File: src/rtl/div_reservation_station.sv
// Reservation station feeding the integer divider: holds dispatched divides,
// wakes missing operands from the CDB, issues ready entries through a single
// valid/ready output register and frees each entry on its own CDB result.

package div_pkg;
    typedef struct packed {
        logic is_signed;
        logic want_rem;
    } div_decode_t;
endpackage

module div_reservation_station
    import div_pkg::*;
#(
    parameter int unsigned RS_ID_WIDTH = 5,
    parameter int unsigned RS_DEPTH    = 4,
    parameter int unsigned RS_OFFSET   = 8
) (
    input  logic                   clk,
    input  logic                   rst,
    input  logic                   dispatch_valid,
    output logic                   dispatch_ready,
    output logic [RS_ID_WIDTH-1:0] dispatch_rs_id,
    input  logic [31:0]            op1_value,
    input  logic [31:0]            op2_value,
    input  logic                   op1_present,
    input  logic                   op2_present,
    input  logic [RS_ID_WIDTH-1:0] op1_tag,
    input  logic [RS_ID_WIDTH-1:0] op2_tag,
    input  div_decode_t            control,
    input  logic [4:0]             result_reg_addr_in,
    input  logic                   cdb_valid,
    input  logic [RS_ID_WIDTH-1:0] cdb_rs_id,
    input  logic [31:0]            cdb_result,
    output logic                   issue_valid,
    input  logic                   issue_ready,
    output logic [RS_ID_WIDTH-1:0] issue_rs_id,
    output logic [4:0]             issue_result_reg_addr,
    output logic [31:0]            issue_op1,
    output logic [31:0]            issue_op2,
    output div_decode_t            issue_control
);

    localparam int unsigned IDX_W = (RS_DEPTH > 1) ? $clog2(RS_DEPTH) : 1;

    typedef enum logic [1:0] {
        ST_FREE,
        ST_WAITING,
        ST_READY,
        ST_ISSUED
    } ent_state_e;

    function automatic logic [RS_ID_WIDTH-1:0] ent_id(input int unsigned k);
        return RS_ID_WIDTH'(RS_OFFSET + k);
    endfunction

    // Entry storage
    ent_state_e             state_q   [RS_DEPTH];
    ent_state_e             state_d   [RS_DEPTH];
    logic [31:0]            op1_q     [RS_DEPTH];
    logic [31:0]            op1_d     [RS_DEPTH];
    logic [31:0]            op2_q     [RS_DEPTH];
    logic [31:0]            op2_d     [RS_DEPTH];
    logic                   op1_ok_q  [RS_DEPTH];
    logic                   op1_ok_d  [RS_DEPTH];
    logic                   op2_ok_q  [RS_DEPTH];
    logic                   op2_ok_d  [RS_DEPTH];
    logic [RS_ID_WIDTH-1:0] op1_tag_q [RS_DEPTH];
    logic [RS_ID_WIDTH-1:0] op1_tag_d [RS_DEPTH];
    logic [RS_ID_WIDTH-1:0] op2_tag_q [RS_DEPTH];
    logic [RS_ID_WIDTH-1:0] op2_tag_d [RS_DEPTH];
    div_decode_t            ctrl_q    [RS_DEPTH];
    div_decode_t            ctrl_d    [RS_DEPTH];
    logic [4:0]             rd_q      [RS_DEPTH];
    logic [4:0]             rd_d      [RS_DEPTH];

    // Issue output register
    logic                   iss_valid_q, iss_valid_d;
    logic [RS_ID_WIDTH-1:0] iss_rs_id_q, iss_rs_id_d;
    logic [4:0]             iss_rd_q,    iss_rd_d;
    logic [31:0]            iss_op1_q,   iss_op1_d;
    logic [31:0]            iss_op2_q,   iss_op2_d;
    div_decode_t            iss_ctrl_q,  iss_ctrl_d;

    // Selection / handshake terms
    logic             any_free, any_ready, disp_fire, iss_load;
    logic [IDX_W-1:0] free_idx, rdy_idx;
    logic [31:0]      disp_op1, disp_op2;
    logic             disp_op1_ok, disp_op2_ok;

    // Lowest FREE / lowest READY selection from registered state, plus dispatch bypass
    always_comb begin
        any_free  = 1'b0;
        any_ready = 1'b0;
        free_idx  = '0;
        rdy_idx   = '0;
        for (int unsigned k = 0; k < RS_DEPTH; k++) begin
            if (!any_free && state_q[k] == ST_FREE) begin
                any_free = 1'b1;
                free_idx = IDX_W'(k);
            end
            if (!any_ready && state_q[k] == ST_READY) begin
                any_ready = 1'b1;
                rdy_idx   = IDX_W'(k);
            end
        end
        disp_fire = dispatch_valid && any_free;
        iss_load  = (!iss_valid_q || issue_ready) && any_ready;

        disp_op1    = op1_value;
        disp_op1_ok = op1_present;
        if (!op1_present && cdb_valid && cdb_rs_id == op1_tag) begin
            disp_op1    = cdb_result;
            disp_op1_ok = 1'b1;
        end
        disp_op2    = op2_value;
        disp_op2_ok = op2_present;
        if (!op2_present && cdb_valid && cdb_rs_id == op2_tag) begin
            disp_op2    = cdb_result;
            disp_op2_ok = 1'b1;
        end
    end

    // State register: entries and issue stage
    always_ff @(posedge clk or posedge rst) begin
        if (rst) begin
            for (int unsigned k = 0; k < RS_DEPTH; k++) begin
                state_q[k]   <= ST_FREE;
                op1_q[k]     <= '0;
                op2_q[k]     <= '0;
                op1_ok_q[k]  <= 1'b0;
                op2_ok_q[k]  <= 1'b0;
                op1_tag_q[k] <= '0;
                op2_tag_q[k] <= '0;
                ctrl_q[k]    <= '0;
                rd_q[k]      <= '0;
            end
            iss_valid_q <= 1'b0;
            iss_rs_id_q <= '0;
            iss_rd_q    <= '0;
            iss_op1_q   <= '0;
            iss_op2_q   <= '0;
            iss_ctrl_q  <= '0;
        end else begin
            state_q     <= state_d;
            op1_q       <= op1_d;
            op2_q       <= op2_d;
            op1_ok_q    <= op1_ok_d;
            op2_ok_q    <= op2_ok_d;
            op1_tag_q   <= op1_tag_d;
            op2_tag_q   <= op2_tag_d;
            ctrl_q      <= ctrl_d;
            rd_q        <= rd_d;
            iss_valid_q <= iss_valid_d;
            iss_rs_id_q <= iss_rs_id_d;
            iss_rd_q    <= iss_rd_d;
            iss_op1_q   <= iss_op1_d;
            iss_op2_q   <= iss_op2_d;
            iss_ctrl_q  <= iss_ctrl_d;
        end
    end

    // Next-state: dispatch, CDB wakeup, issue and CDB free per entry; issue register load
    always_comb begin
        for (int unsigned k = 0; k < RS_DEPTH; k++) begin
            state_d[k]   = state_q[k];
            op1_d[k]     = op1_q[k];
            op2_d[k]     = op2_q[k];
            op1_ok_d[k]  = op1_ok_q[k];
            op2_ok_d[k]  = op2_ok_q[k];
            op1_tag_d[k] = op1_tag_q[k];
            op2_tag_d[k] = op2_tag_q[k];
            ctrl_d[k]    = ctrl_q[k];
            rd_d[k]      = rd_q[k];

            case (state_q[k])
                ST_FREE: begin
                    if (disp_fire && free_idx == IDX_W'(k)) begin
                        op1_d[k]     = disp_op1;
                        op2_d[k]     = disp_op2;
                        op1_ok_d[k]  = disp_op1_ok;
                        op2_ok_d[k]  = disp_op2_ok;
                        op1_tag_d[k] = op1_tag;
                        op2_tag_d[k] = op2_tag;
                        ctrl_d[k]    = control;
                        rd_d[k]      = result_reg_addr_in;
                        state_d[k]   = (disp_op1_ok && disp_op2_ok) ? ST_READY : ST_WAITING;
                    end
                end
                ST_WAITING: begin
                    if (!op1_ok_q[k] && cdb_valid && cdb_rs_id == op1_tag_q[k]) begin
                        op1_d[k]    = cdb_result;
                        op1_ok_d[k] = 1'b1;
                    end
                    if (!op2_ok_q[k] && cdb_valid && cdb_rs_id == op2_tag_q[k]) begin
                        op2_d[k]    = cdb_result;
                        op2_ok_d[k] = 1'b1;
                    end
                    if (op1_ok_d[k] && op2_ok_d[k]) begin
                        state_d[k] = ST_READY;
                    end
                end
                ST_READY: begin
                    if (iss_load && rdy_idx == IDX_W'(k)) begin
                        state_d[k] = ST_ISSUED;
                    end
                end
                ST_ISSUED: begin
                    if (cdb_valid && cdb_rs_id == ent_id(k)) begin
                        state_d[k] = ST_FREE;
                    end
                end
                default: state_d[k] = ST_FREE;
            endcase
        end

        iss_valid_d = iss_valid_q;
        iss_rs_id_d = iss_rs_id_q;
        iss_rd_d    = iss_rd_q;
        iss_op1_d   = iss_op1_q;
        iss_op2_d   = iss_op2_q;
        iss_ctrl_d  = iss_ctrl_q;
        if (iss_load) begin
            iss_valid_d = 1'b1;
            iss_rs_id_d = RS_ID_WIDTH'(RS_OFFSET) + RS_ID_WIDTH'(rdy_idx);
            iss_rd_d    = rd_q[rdy_idx];
            iss_op1_d   = op1_q[rdy_idx];
            iss_op2_d   = op2_q[rdy_idx];
            iss_ctrl_d  = ctrl_q[rdy_idx];
        end else if (issue_ready) begin
            iss_valid_d = 1'b0;
        end
    end

    // Outputs: dispatch availability from registered state, issue stage straight from flops
    always_comb begin
        dispatch_ready        = any_free;
        dispatch_rs_id        = RS_ID_WIDTH'(RS_OFFSET) + RS_ID_WIDTH'(free_idx);
        issue_valid           = iss_valid_q;
        issue_rs_id           = iss_rs_id_q;
        issue_result_reg_addr = iss_rd_q;
        issue_op1             = iss_op1_q;
        issue_op2             = iss_op2_q;
        issue_control         = iss_ctrl_q;
    end

endmodule

File: config.mk
export PLATFORM = sky130hd
export DESIGN_NAME = div_reservation_station
export DESIGN_NICKNAME = d
export VERILOG_FILES = /design/src/rtl/div_reservation_station.sv
export SDC_FILE = /design/constraint.sdc
export NUM_CORES = 1
export LEC_CHECK = 0
export ABC_AREA = 1
export CORE_MARGIN = 4
export CORE_UTILIZATION = 30
export CTS_CLUSTER_SIZE = 20
export DETAILED_ROUTE_END_ITERATION = 6
export PLACE_DENSITY = 0.44
export SYNTH_ARGS = -nofsm -noshare
export SYNTH_HDL_FRONTEND = slang
export SYNTH_SLANG_ARGS = --single-unit
File: constraint.sdc
create_clock -name clk -period 41.3 [get_ports clk]
set_input_delay 8.26 -clock clk [delete_from_list [all_inputs] [get_ports clk]]
set_output_delay 8.26 -clock clk [all_outputs]
set_load 0.02 [all_outputs]
Yosys cells after proc, flatten, opt, wreduce, memory -nomap -nowiden --
Index checks and enable logic that the tools add are counted.
Cells by class: $lt $le $gt $ge 1, reduce and logical (&&, ||, !) cells 94, add/subtract/negate cells 2, equality and inequality tests 56, bitwise logic cells 1, muxes and demuxes 109
Operator list (count):
- $mux 32 | 22
- $pmux 32 s2 | 8
- $bmux 32 s2 | 2
- $eq 5x5->1 | 10
- $mux 2 | 23
- $logic_and 1x1->1 | 45
- $mux 1 | 38
- $ne 2x2->1 const B | 16
- $pmux 2 s4 | 4
- $eq 2x2->1 const B | 12
- $reduce_and 3->1 | 8
- $eq 5x4->1 const B | 4
- $logic_not 1->1 | 17
- $ne 2x1->1 const B | 8
- $pmux 1 s2 | 8
- $reduce_and 2->1 | 8
- $reduce_and 4->1 | 4
- $eq 2x1->1 const B | 6
- $logic_not 2->1 | 6
- $add 4x2->5 const A | 2
- $bmux 5 s2 | 1
- $mux 5 | 2
- $reduce_bool 2->1 | 5
- $bmux 2 s2 | 1
- other kinds (3) | 3
Word-level totals: output and inout port bits 83, input bits 125, flip-flop bits (word level) 417

Longest topological paths before layout --
depth after elaboration 15, mapped depth 12, mapped depth without buffers 11

Worst setup path before layout --
No wires, ideal clock.
path type register to output, start point register state_q[4] in the netlist's numbering, end point output port dispatch_rs_id[0], cell stages (with the launch flop) 5, slack 31.708 ns, path buffers 0, arrival 1.332 ns, data required time 33.040 ns, path through dfrtp_1 inv_1 ha_1 inv_1 o21ai_0
Between the ends: cells in the longest elaborated chain, start to end 10, elaborated cells on any way between the ends 12, those cells by class add/sub (1); mux (5); reduce/logical (6)
RTL lines:
- start: declaration | RTL line 58 | ent_state_e state_q [RS_DEPTH];
- start signal: assignment | RTL line 145 | state_q <= state_d;
- $logic_not 2->1 (*) | RTL line 98 | if (!any_free && state_q[k] == ST_FREE) begin
- $logic_and 1x1->1 (*) | RTL line 98
- $mux 1 | RTL line 98
- $logic_not 1->1 | RTL line 98
- $logic_and 1x1->1 | RTL line 98
- $mux 1 | RTL line 98
- $logic_not 1->1 | RTL line 98
- $logic_and 1x1->1 | RTL line 98
- $mux 2 (*) | RTL line 98
- $add 4x2->5 (*) | RTL line 238 | dispatch_rs_id = RS_ID_WIDTH'(RS_OFFSET) + RS_ID_WIDTH'(free_idx);
- end: declaration | RTL line 23 | output logic [RS_ID_WIDTH-1:0] dispatch_rs_id,
Mark *: on every way between the ends. The rest lies on a longest branch, timed or not.

Worst setup path after layout --
start point input port dispatch_valid, end point register op2_q[31] in the netlist's numbering
Between the ends: cells in the longest elaborated chain, start to end 4
RTL lines:
- start: declaration | RTL line 21 | input logic dispatch_valid,
- $logic_and 1x1->1 | RTL line 107 | disp_fire = dispatch_valid && any_free;
- $logic_and 1x1->1 | RTL line 178 | if (disp_fire && free_idx == IDX_W'(k)) begin
- $ne 2x1->1 (no line)
- $reduce_and 3->1 (no line)
- end signal: assignment | RTL line 147 | op2_q <= op2_d;
- end: declaration | RTL line 62 | logic [31:0] op2_q [RS_DEPTH];
Every way passes these cells. A chain may end at the register's enable or synchronous reset.

==> metrics <==
placed insts=4461; post-route worst setup slack=29.47 ns; Clock Latency Late Sink=0.63 ns; vias per cell=5.31; area grow syn2layout=18.0%; Total Routed Length=111 mm; Site Rows=103; Worst setup SP type=input port; Finished Layout Cells=4556; Placer Congestion=0.820; CP max stage delay=0.93 ns; sequential area share after synthesis=0.431; crit path buf inv count=4; Hold Fails Final Rpt=0; Slew Limit Fails=0; CTS Buf Count=52; f_max=84.6 MHz; unrepaired setup endpoints after global routing=no; clk_skew=0.0372 ns; setup TNS=0 ns; vias in the first global route=23800; DRT iter0 DRCs=2318; clock sink total=415; Syn Inst Count=3398; Pwr Total=2.68 mW; pre-CTS setup slack=28.94 ns; clk root buf=clkbuf_16; slowest stage cell, crit path=nand2_2; Peak VDD IR=0.0000920 V; Final nets=3607; Least-Margin Pin Slew=1.22 ns; Wirelength per Cell=24.3 um; commonest non-fill, non-tap cell in the layout=nand2_1; Max-Cap Viols=0; drt drc=0; antenna cells=0; placeable core region=79300 um^2; Worst EP arrival=12.31 ns; vias after detailed routing=24200; I/O Buffers=202; Worst-path clk slew=0.06 ns; Post-CTS Setup Bufs=0; Die Height=291 um; CTS H-tree lvls=2; clk buf depth=3; total power divided by cell area=94.2 nW/um^2; crit share post-route=0.286; DR pass1 iterations=6; worst r2r path cells=11; Reg area=10400 um^2; die area=84900 um^2; type of the worst min-delay path=flip-flop to flip-flop; synthesized cell area=24100 um^2; number of synthesized register bits=415; Top delay family on crit path=simple AND/OR/NAND/NOR gates; layout cells sized above 1=0.0582; Critical Path End Type=flip-flop; status=completed; commonest non-fill, non-tap cells in the layout=655 x nand2_1, 617 x a21oi_1, 415 x dfrtp_1; hold_buf cts=0; Post-DRT Antenna Nets=0; largest net degree at the start of global routing=109; starting density of the core=0.304; area of the multi-input gates=11200 um^2; Static Leak=14.4 nW; Slew headroom=0.185; gr ovfl total=0; CP required=41.78 ns; CTS tree=yes; Final HPWL DP=61.9 mm; GRT Total Usage=0.253; WHS Path Cells=1; fin crit period=11.83 ns; Top-Level Pins=208; Final Setup Violations=0; Worst path depth=9; fillcell total=8678; first-pass GRT wire length=163 mm; Finished Cell Area=28400 um^2; unique cell type count in the Yosys netlist=31; Cell Area, Placed=26700 um^2; kind of critical path=input port to flip-flop; post-cts sizing count=0; initial antenna violation count=0; crit-path cells=clkdlybuf4s50_1, inv_1, nor2_2, inv_2, o21ai_4, buf_4, nand2_2, nor2_1, a21oi_1; syn_area_per_cell=7.09 um^2; die extent in x=291 um; Syn. warnings=0; CP Max Fanout=66
[state kept, by name (all words and copies together), names as in the netlist, 5 cells and up]
| register | cells |
|---|---|
| ctrl_q | 8 |
| issue_op1 | 32 |
| op1_q | 128 |
| op2_tag_q | 20 |
| state_q | 8 |
| rd_q | 20 |
| issue_result_reg_addr | 5 |
| op1_tag_q | 20 |
| issue_op2 | 32 |
| op2_q | 128 |
[layer usage]
| layer | track usage | vias up | wire length [um] |
|---|---|---|---|
| met2 | 0.405 | 1006 | 50300 |
| li1 | - | 11300 | - |
| met5 | 0 | - | 0 |
| met4 | 0.0695 | 0 | 3100 |
| met3 | 0.0410 | 185 | 8230 |
| met1 | 0.356 | 11700 | 49200 |
[worst reg2reg max path: cells and delay by family (launching register included)]
kind | cells | cell delay (ns)
compound gates | 2 | 0.22
simple gates | 5 | 2.31
flops | 1 | 0.45
fa+ha+maj | 1 | 0.34
buf+inv | 3 | 1.25
[stage by stage]
step	hold slack [ns]	util
after floorplan	0.448	-
after global placement	0.462	0.337
after detailed placement	0.463	0.337
after CTS	0.476	0.359
after global routing	0.498	0.359
final	0.469	0.359
[cells by family after synthesis]
family / count (synthesis) / share of synthesized area
xor+xnor: 3 / 0.00109
compound gates: 827 / 0.181
simple gates: 1503 / 0.267
other cells: 2 / 0.000312
fa+ha+maj: 17 / 0.00883
flops: 415 / 0.431
buf+inv: 631 / 0.111
[area by class of cell]
type                    count  area share
multi-input cells        2355       0.393
flip-flops and latches    415       0.365
repair buffers            249      0.0835
clock buffers              78      0.0538
inverters                 392      0.0522
well taps                1050      0.0462
clock inverters            17     0.00603
[final timing paths]
check	startpoint	to	slack (ns)
worst max-delay path	dispatch_valid	op2_q[31]	29.47
worst min-delay path	issue_rs_id[3]	issue_rs_id[3]	0.47
worst max register to register	state_q[4]	op2_q[31]	36.60
worst min register to register	issue_rs_id[3]	issue_rs_id[3]	0.47
max in group asynchronous	rst	issue_op2[18]	30.76
min in group asynchronous	rst	issue_op1[3]	8.19
[where the power goes]
| group | leakage (nW) | internal (mW) | switching, mW |
|---|---|---|---|
| clock | 0.848 | 0.274 | 0.197 |
| combinational | 8.83 | 0.440 | 1.03 |
| sequential | 4.71 | 0.618 | 0.117 |
[cells in the mapped netlist]
library cell  instances  area, um^2
ha_1                 17         213
conb_1                2        7.51
buf_4                26         195
o21ai_0             123         616
a22oi_1               8        60.1
xor2_1                3        26.3
nand3_4               2        35.0
or2_2                 1        6.26
a21oi_1             617        3090
nor2_1              352        1320
inv_4                 1        6.26
buf_6                 7        78.8
a31oi_1               2        12.5
o211ai_1             39         293
dfrtp_1             415       10400
buf_2               116         581
nand4_1              64         400
inv_2                 9        33.8
o21ai_1               1        5.00
o21ai_2               5        43.8
inv_1               382        1430
clkbuf_1             78         293
buf_1                12        45.0
nor2_2                7        43.8
nand3_2               2        20.0
nand2_1             658        2470
o21a_1               32         240
or2_1                 1        6.26
nand3_1             380        1900
nor2_4                2        22.5
nand2_2              34         213
Power figures use the tool's default switching activity.
